$ cat src/rtl/cpu_pkg.sv
// -----------------------------------------------------------------------------
// cpu_pkg
// Shared definitions for the execute/writeback stage and its register file:
//   - ALU opcode constants OP_ADD..OP_ROR (0x00-0x0C), OP_LDI (0x80),
//     OP_MAX_ALU (highest legal ALU opcode)
//   - exec_stage FSM state encoding
//   - bit positions of the Z/N/C/V flags inside the 4-bit flag register
//   - opcode classification helpers
// -----------------------------------------------------------------------------
package cpu_pkg;

    localparam logic [7:0] OP_ADD     = 8'h00;
    localparam logic [7:0] OP_SUB     = 8'h01;
    localparam logic [7:0] OP_AND     = 8'h02;
    localparam logic [7:0] OP_OR      = 8'h03;
    localparam logic [7:0] OP_XOR     = 8'h04;
    localparam logic [7:0] OP_NOT     = 8'h05;
    localparam logic [7:0] OP_SHL     = 8'h06;
    localparam logic [7:0] OP_SHR     = 8'h07;
    localparam logic [7:0] OP_SAR     = 8'h08;
    localparam logic [7:0] OP_INC     = 8'h09;
    localparam logic [7:0] OP_DEC     = 8'h0A;
    localparam logic [7:0] OP_ROL     = 8'h0B;
    localparam logic [7:0] OP_ROR     = 8'h0C;
    localparam logic [7:0] OP_MAX_ALU = 8'h0C;
    localparam logic [7:0] OP_LDI     = 8'h80;

    typedef enum logic [1:0] {
        ST_IDLE = 2'd0,
        ST_RD   = 2'd1,
        ST_EX   = 2'd2,
        ST_WB   = 2'd3
    } state_t;

    // flags = {Z,N,C,V}
    localparam int FLAG_Z = 3;
    localparam int FLAG_N = 2;
    localparam int FLAG_C = 1;
    localparam int FLAG_V = 0;

    function automatic logic is_alu_op(input logic [7:0] op);
        return op <= OP_MAX_ALU;
    endfunction

    function automatic logic is_ldi_op(input logic [7:0] op);
        return op == OP_LDI;
    endfunction

endpackage

$ cat src/rtl/regfile_4x8.sv
// -----------------------------------------------------------------------------
// regfile_4x8
// Four 8-bit registers with two combinational operand read ports, one
// combinational debug read port and one synchronous write port. A write is
// visible on the read ports only after the clock edge that performs it.
// Ports:
//   clk, rst_n           clock, asynchronous active-low reset (clears to 0)
//   we, waddr, wdata     write enable / address / data
//   ra_sel, ra_data      operand A read port
//   rb_sel, rb_data      operand B read port
//   dbg_sel, dbg_data    debug read port
// -----------------------------------------------------------------------------
module regfile_4x8
    import cpu_pkg::*;
#(
    parameter int NREGS = 4
) (
    input  logic       clk,
    input  logic       rst_n,
    input  logic       we,
    input  logic [1:0] waddr,
    input  logic [7:0] wdata,
    input  logic [1:0] ra_sel,
    output logic [7:0] ra_data,
    input  logic [1:0] rb_sel,
    output logic [7:0] rb_data,
    input  logic [1:0] dbg_sel,
    output logic [7:0] dbg_data
);

    logic [7:0] regs [NREGS];

    always_ff @(posedge clk or negedge rst_n) begin
        if (!rst_n) begin
            for (int i = 0; i < NREGS; i++) begin
                regs[i] <= '0;
            end
        end else if (we) begin
            regs[waddr] <= wdata;
        end
    end

    assign ra_data  = regs[ra_sel];
    assign rb_data  = regs[rb_sel];
    assign dbg_data = regs[dbg_sel];

endmodule

$ cat src/rtl/exec_stage.sv
// -----------------------------------------------------------------------------
// exec_stage
// Multi-cycle execute/writeback stage wrapped around an external
// combinational ALU. One instruction is accepted at a time; it walks
// IDLE -> RD -> EX -> WB (ALU ops), IDLE -> RD -> WB (LDI) or
// IDLE -> RD -> IDLE (illegal opcode).
//
// Build option: define EXEC_ILLEGAL_TRAP_EN to make an illegal opcode set a
// sticky `illegal` flag and park the stage (in_ready=0) until reset. Without
// it an illegal opcode is a NOP and `illegal` pulses for one cycle.
//
// Ports:
//   clk, rst_n                      clock, asynchronous active-low reset
//   in_valid/in_ready               instruction handshake
//   in_op, in_rd, in_rs, in_imm     decoded instruction
//   alu_a, alu_b, alu_op            ALU operands/opcode (non-zero only in EX)
//   alu_result, alu_c, alu_v        ALU result, carry, overflow
//   wb_valid, wb_rd, wb_data        register write pulse, address, data
//   flags                           {Z,N,C,V}
//   illegal                         illegal opcode indication
//   dbg_sel, dbg_data               combinational debug register read
// -----------------------------------------------------------------------------
module exec_stage
    import cpu_pkg::*;
#(
    parameter int NREGS = 4
) (
    input  logic       clk,
    input  logic       rst_n,
    input  logic       in_valid,
    output logic       in_ready,
    input  logic [7:0] in_op,
    input  logic [1:0] in_rd,
    input  logic [1:0] in_rs,
    input  logic [7:0] in_imm,
    output logic [7:0] alu_a,
    output logic [7:0] alu_b,
    output logic [7:0] alu_op,
    input  logic [7:0] alu_result,
    input  logic       alu_c,
    input  logic       alu_v,
    output logic       wb_valid,
    output logic [1:0] wb_rd,
    output logic [7:0] wb_data,
    output logic [3:0] flags,
    output logic       illegal,
    input  logic [1:0] dbg_sel,
    output logic [7:0] dbg_data
);

    state_t     state, state_nxt;

    logic [7:0] op_p0;
    logic [1:0] rd_p0;
    logic [1:0] rs_p0;
    logic [7:0] imm_p0;
    logic [7:0] a_p1;
    logic [7:0] b_p1;
    logic [7:0] res_p2;
    logic       c_p2;
    logic       v_p2;

    logic [3:0] flags_q;
    logic [3:0] flags_wb;
    logic       illegal_q;
    logic       ready_idle;
    logic       accept;
    logic       illegal_in_rd;
    logic [7:0] rf_a;
    logic [7:0] rf_b;

    regfile_4x8 #(
        .NREGS(NREGS)
    ) u_regfile (
        .clk     (clk),
        .rst_n   (rst_n),
        .we      (wb_valid),
        .waddr   (wb_rd),
        .wdata   (wb_data),
        .ra_sel  (rd_p0),
        .ra_data (rf_a),
        .rb_sel  (rs_p0),
        .rb_data (rf_b),
        .dbg_sel (dbg_sel),
        .dbg_data(dbg_data)
    );

`ifdef EXEC_ILLEGAL_TRAP_EN
    // Once an illegal opcode has been seen the stage stops accepting work.
    assign ready_idle = ~illegal_q;
`else
    assign ready_idle = 1'b1;
`endif

    assign accept        = (state == ST_IDLE) && ready_idle && in_valid;
    assign illegal_in_rd = (state == ST_RD) && !is_alu_op(op_p0) && !is_ldi_op(op_p0);

    // Data path registers carry no reset: the FSM state alone decides when
    // they are looked at, so stale contents are never observable.
    always_ff @(posedge clk) begin
        // p0: instruction captured at acceptance
        if (accept) begin
            op_p0  <= in_op;
            rd_p0  <= in_rd;
            rs_p0  <= in_rs;
            imm_p0 <= in_imm;
        end
        // p1: operands read in RD
        if (state == ST_RD) begin
            a_p1 <= rf_a;
            b_p1 <= rf_b;
        end
        // p2: ALU response captured in EX
        if (state == ST_EX) begin
            res_p2 <= alu_result;
            c_p2   <= alu_c;
            v_p2   <= alu_v;
        end
    end

    always_comb begin
        flags_wb         = '0;
        flags_wb[FLAG_Z] = (res_p2 == 8'h00);
        flags_wb[FLAG_N] = res_p2[7];
        flags_wb[FLAG_C] = c_p2;
        flags_wb[FLAG_V] = v_p2;
    end

    always_ff @(posedge clk or negedge rst_n) begin
        if (!rst_n) begin
            state     <= ST_IDLE;
            flags_q   <= '0;
            illegal_q <= 1'b0;
        end else begin
            state <= state_nxt;
            if ((state == ST_WB) && is_alu_op(op_p0)) begin
                flags_q <= flags_wb;
            end
`ifdef EXEC_ILLEGAL_TRAP_EN
            if (illegal_in_rd) begin
                illegal_q <= 1'b1;
            end
`else
            illegal_q <= illegal_in_rd;
`endif
        end
    end

    always_comb begin
        state_nxt = state;
        in_ready  = 1'b0;
        alu_a     = '0;
        alu_b     = '0;
        alu_op    = '0;
        wb_valid  = 1'b0;
        wb_rd     = '0;
        wb_data   = '0;
        case (state)
            ST_IDLE: begin
                in_ready = ready_idle;
                if (accept) begin
                    state_nxt = ST_RD;
                end
            end
            ST_RD: begin
                if (is_alu_op(op_p0)) begin
                    state_nxt = ST_EX;
                end else if (is_ldi_op(op_p0)) begin
                    state_nxt = ST_WB;
                end else begin
                    state_nxt = ST_IDLE;
                end
            end
            ST_EX: begin
                alu_a     = a_p1;
                alu_b     = b_p1;
                alu_op    = op_p0;
                state_nxt = ST_WB;
            end
            ST_WB: begin
                wb_valid  = 1'b1;
                wb_rd     = rd_p0;
                wb_data   = is_alu_op(op_p0) ? res_p2 : imm_p0;
                state_nxt = ST_IDLE;
            end
            default: begin
                state_nxt = ST_IDLE;
            end
        endcase
    end

    assign flags   = flags_q;
    assign illegal = illegal_q;

endmodule

$ cat config.mk
export PLATFORM = sky130hd
export DESIGN_NAME = exec_stage
export DESIGN_NICKNAME = d
export VERILOG_FILES = /design/src/rtl/cpu_pkg.sv /design/src/rtl/regfile_4x8.sv /design/src/rtl/exec_stage.sv
export SDC_FILE = /design/constraint.sdc
export NUM_CORES = 1
export LEC_CHECK = 0
export ABC_CLOCK_PERIOD_IN_PS = 1600
export CAP_MARGIN = 40
export CORE_ASPECT_RATIO = 1.75
export CORE_MARGIN = 3
export CORE_UTILIZATION = 47
export DETAILED_ROUTE_END_ITERATION = 10
export PLACE_DENSITY = 0.77
export SYNTH_ARGS = -nofsm -noshare
export SYNTH_HDL_FRONTEND = slang
export SYNTH_SLANG_ARGS = --single-unit
$ cat constraint.sdc
create_clock -name clk -period 1.6 [get_ports clk]
set_input_delay 0.24 -clock clk [delete_from_list [all_inputs] [get_ports clk]]
set_output_delay 0.24 -clock clk [all_outputs]
set_load 0.01 [all_outputs]
# Word level (Yosys, flattened, before mapping)
# Index checks and enable logic that the tools add are counted.
[totals] ff_bits=85
[classes] n_eq_ne=5 bitwise_logic=4 mux=24 order_cmp=6 reduce_logical=9
[ops] operator="2-to-1 mux 8 bit" count=12
[ops] operator="binary-select mux 8 bit (select 2 bit)" count=3
[ops] operator="bitwise mux 32 bit" count=1
[ops] operator="demux 8 bit (select 2 bit)" count=1
[ops] operator="greater-or-equal comparator 3 bit, second input constant" count=4
[ops] operator="inverter 2 -> 3 bit" count=4
[ops] operator="== test 8 bit, second input constant" count=1
[ops] operator="less-or-equal comparator 8 x 4 -> 1 bit, second input constant" count=1
[ops] operator="zero test 8 bit" count=1
[ops] operator="2-to-1 mux 2 bit" count=4
[ops] operator="case mux 2 bit (4 select lines)" count=1
[ops] operator="logical AND 1 bit" count=5
[ops] operator="== test 2 bit, second input constant" count=2
[ops] operator="< comparator 3 x 1 -> 1 bit, second input constant" count=1
[ops] operator="== test 2 x 1 -> 1 bit, second input constant" count=1
[ops] operator="zero test 1 bit" count=2
[ops] operator="zero test 2 bit" count=1
[ops] operator="2-to-1 mux 1 bit" count=2
[ops] operator="inequality test 2 bit, second input constant" count=1

# Longest topological paths before layout
[logic_depth] word_depth=8 mapped_depth=6 mapped_depth_nobuf=4

# By module
# A second synthesis with hierarchy kept.
[hier_totals] hier_cells=237 area_unflattened_um2=3854.9
[by_module_without_submodules] mod="exec_stage" cells_per_inst=139 area_each_um2=2075.7 instances=1 seq_area_each_um2=1556.5
[by_module_without_submodules] mod="regfile_4x8" cells_per_inst=98 area_each_um2=1779.2 instances=1 seq_area_each_um2=800.8

# Worst setup path after synthesis
# OpenSTA, ideal clock, no wires.
[synth_path] path_kind="flip-flop to flip-flop" from="register with a tool-made name" to="register imm_p0[0], enable pin" setup_ps=378 arrival_ps=1373 stages_incl_launch_ff=4 setup_slack_ps=-152 cell_sequence="dfrtp_1 clkbuf_1 nor2_1 and2_1"
[synth_rtl] item="end signal: assignment" line="exec_stage.sv:106" text="imm_p0 <= in_imm;"
[synth_rtl] item="end: declaration" line="exec_stage.sv:56" text="logic [7:0] imm_p0;"

# Worst setup path after layout
[layout_path] from="register op_p0[7]" to="output wb_data[3]"
[layout_via] elab_chain_cells=3
[layout_lines] item="start: declaration" line="exec_stage.sv:53" text="logic [7:0] op_p0;"
[layout_lines] item="start signal: assignment" line="exec_stage.sv:103" text="op_p0 <= in_op;"
[layout_lines] item="less-or-equal comparator 8 x 4 -> 1 bit" line="cpu_pkg.sv:42" text="return op <= OP_MAX_ALU;"
[layout_lines] item="2-to-1 mux 8 bit" line="exec_stage.sv:183" text="wb_data = is_alu_op(op_p0) ? res_p2 : imm_p0;"
[layout_lines] item="2-to-1 mux 8 bit" line="exec_stage.sv:158" text="case (state)"
[layout_lines] item="end: declaration" line="exec_stage.sv:44" text="output logic [7:0] wb_data,"
# No other way between the ends.

==> flow_summary.json <==
{
  "status": "finished, violations left",
  "violations": "setup timing",
  "yosys.area.top_type": "edfxtp_1",
  "syn_area_mm2": 0.00422,
  "grt_overflow": 0,
  "setup_viol": 73,
  "r2r_slack_ps": -560,
  "synth.distinct_cells": 36,
  "grt_pass1_vias": 4111,
  "antenna_found_initial": 0,
  "cts_sinks": 85,
  "netlist.area_leader.share": 0.328,
  "cts.path.max_buffers": 2,
  "synth.area.top_cells": "edfxtp_1, dfrtp_1, mux4_2",
  "worst_slew_pin_slew_ps": 598,
  "cts_root_buffer": "clkbuf_16",
  "grt_pass1_wl_um": 21300,
  "grt_max_degree": 40,
  "end_kind": "output pin",
  "max_freq_mhz": 458,
  "n_antenna_cell": 0,
  "avgSynthCellArea_um2": 12.4,
  "fp.dieArea_mm2": 0.0102,
  "via_count": 4257,
  "dr.first_iter.drc_count": 593,
  "synth_warnings": 0,
  "fin_crit_sh": 1.36,
  "hold_depth": 1,
  "rows": 45,
  "area.growth.synth_to_final_pct": 68.5,
  "min_to": "res_p2[2]",
  "synth_ff_type": "edfxtp_1",
  "cp_data_arrival_time_ps": 1940,
  "period_minus_slack_ps": 2180,
  "numPortBuffers": 83,
  "min_path_type": "in2reg",
  "grt_use_total": 0.272,
  "drc": 0,
  "fill_cells": 421,
  "cts_tree": "done",
  "fin_skew_ps": 3.43,
  "post-dp-hpwl_um": 8840,
  "path_clk_slew_ps": 60,
  "rr_startpoint": "op_p0[7]",
  "p_per_area_mw_per_mm2": 1250,
  "maxSlewHeadroom": 0.602,
  "core_area_mm2": 0.00873,
  "critical_path_class": "reg2out",
  "min_from": "alu_result[2]",
  "hold_violations": 0,
  "ant_nets": 0,
  "synth_edf_count": 46,
  "final_util": 0.814,
  "rr_worst_depth": 8,
  "path_cells": "or4_4 -> buf_12 -> o21ai_4 -> a21oi_4 -> buf_2",
  "maxCapViolCount": 0,
  "ir_worst_vdd_mv": 1.01,
  "dp_cells": 615,
  "vias_per_cell": 6.35,
  "slew_violations": 0,
  "drive_gt1_frac": 0.528,
  "synth_commonest_cells": "edfxtp_1, dfrtp_1, nand3_1",
  "power_leakage_nw": 3.02,
  "whs_ps": 447,
  "power.total_mw": 8.91,
  "worstPathRequired_ps": 1360,
  "regArea_mm2": 0.00236,
  "ioPinCount": 84,
  "syn_inst": 341,
  "synth_seq_cells": 85,
  "cp_slowest_cell": "or4_4",
  "cts_buffers": 9,
  "wl_per_cell_um": 22.9,
  "yosysMostFrequentCell": "edfxtp_1",
  "multi_input_area_mm2": 0.00206,
  "chipWidth_um": 77.6,
  "r2r-end": "u_regfile.regs[6]",
  "start_kind": "register",
  "max_stage_delay_ps": 600,
  "first_pass_iters": 5,
  "clock_latency_ps": 340,
  "stdcell_count": 670,
  "postSynth.asyncResetShare": 0.459,
  "syn-num-nets": 376,
  "rsz0062_at_grt": "yes",
  "final_nets": 583,
  "setup_ws_ps": -581,
  "pre_cts_ws_ps": -642,
  "cp_max_fo": 6,
  "gp_congestion": 0.859,
  "start_util": 0.483,
  "die_h_um": 131,
  "ys_seq_area_frac": 0.559,
  "drt-total-wl_um": 15300,
  "h-tree-depth": 3
}
## timing repair
action,CTS,global route
gates cloned,3,2
setup endpoints to repair,76,103
gates resized for setup,259,89
buffers inserted,28,20
hold endpoints to repair,39,0
hold buffers,1,0
pin swaps,53,44
## cell type report
type                            count  share of cell area
Sequential cell                    85               0.332
Timing Repair Buffer              228               0.309
Multi-Input combinational cell    222               0.291
Clock buffer                       12              0.0375
Tap cell                          117              0.0206
Clock inverter                      4             0.00969
Inverter                            2             0.00106
## power by group
| group | switching, mW | total (mW) | internal [mW] | leakage (nW) |
|---|---|---|---|---|
| clock | 0.829 | 2.32 | 1.49 | 0.166 |
| sequential | 0.333 | 3.31 | 2.98 | 0.965 |
| combinational | 1.53 | 3.28 | 1.75 | 1.89 |
## stage by stage
step,TNS (ps),area (um2)
4_1_cts,-16870,6680
6_report,-21910,7100
3_3_place_gp,-13260,5970
2_1_floorplan,-672,4220
5_1_grt,-24630,7100
3_5_place_dp,-14870,5970
## layout by cell type, fill, tap and decap left out, types with 2 or more instances in the layout
cell type	n
buf_8	3
bufinv_16	2
nor2_1	9
buf_2	15
edfxtp_1	46
nor4_1	2
clkbuf_16	10
and2_4	24
and4b_1	2
nand3_1	26
inv_1	2
o211ai_1	25
nand2_1	25
mux2_2	2
a31oi_4	3
buf_4	92
a21oi_2	6
buf_12	10
a31oi_1	4
o21ai_4	8
nand3_4	2
nand3_2	5
clkbuf_8	3
mux4_2	24
clkdlybuf4s50_1	36
nor3_1	3
dfrtp_1	39
clkbuf_2	2
a21oi_1	2
nand4_1	26
nand4b_1	2
buf_6	65
## per-layer routing
layer,wire [um],global-route usage,up-vias
met5,0,0,-
met4,976,0.151,0
met3,1030,0.0370,89
met2,8230,0.483,312
met1,5100,0.307,2097
li1,-,-,1759
## logic make-up (layout without fill, tap and decap cells)
| family | after synthesis | after routing | share of synthesized area |
|---|---|---|---|
| simple gates | 138 | 138 | 0.178 |
| mux | 27 | 27 | 0.136 |
| compound gates | 57 | 57 | 0.0893 |
| flops | 85 | 85 | 0.559 |
| buf+inv | 34 | 246 | 0.0368 |
## critical path: cells and delay by family (launching register included)
family                 cells  cell delay, ps
and+or+nand+nor            1             600
buffers and inverters      2             320
AOI/OAI and AO/OA          2             250
DFF                        1             420
## state kept, by name, indices dropped and copies added, names as in the netlist, named ones only
register,cells
imm_p0,8
op_p0,8
c_p2,1
rd_p0,2
rs_p0,2
b_p1,8
v_p2,1
illegal,1
u_regfile.regs,32
state,1
flags,4
res_p2,8
a_p1,8
## worst max path at each step
stage,startpoint,endpoint,slack (ps),cells after the start
floorplan,op_p0[6],wb_data[2],-100,5
global placement,op_p0[6],wb_data[7],-560,5
detailed placement,op_p0[6],wb_data[0],-640,5
CTS,op_p0[5],wb_data[3],-520,7
global route,op_p0[7],wb_data[7],-620,5
finish,op_p0[7],wb_data[3],-580,5
Note: power is estimated with default switching activity, not from simulation.
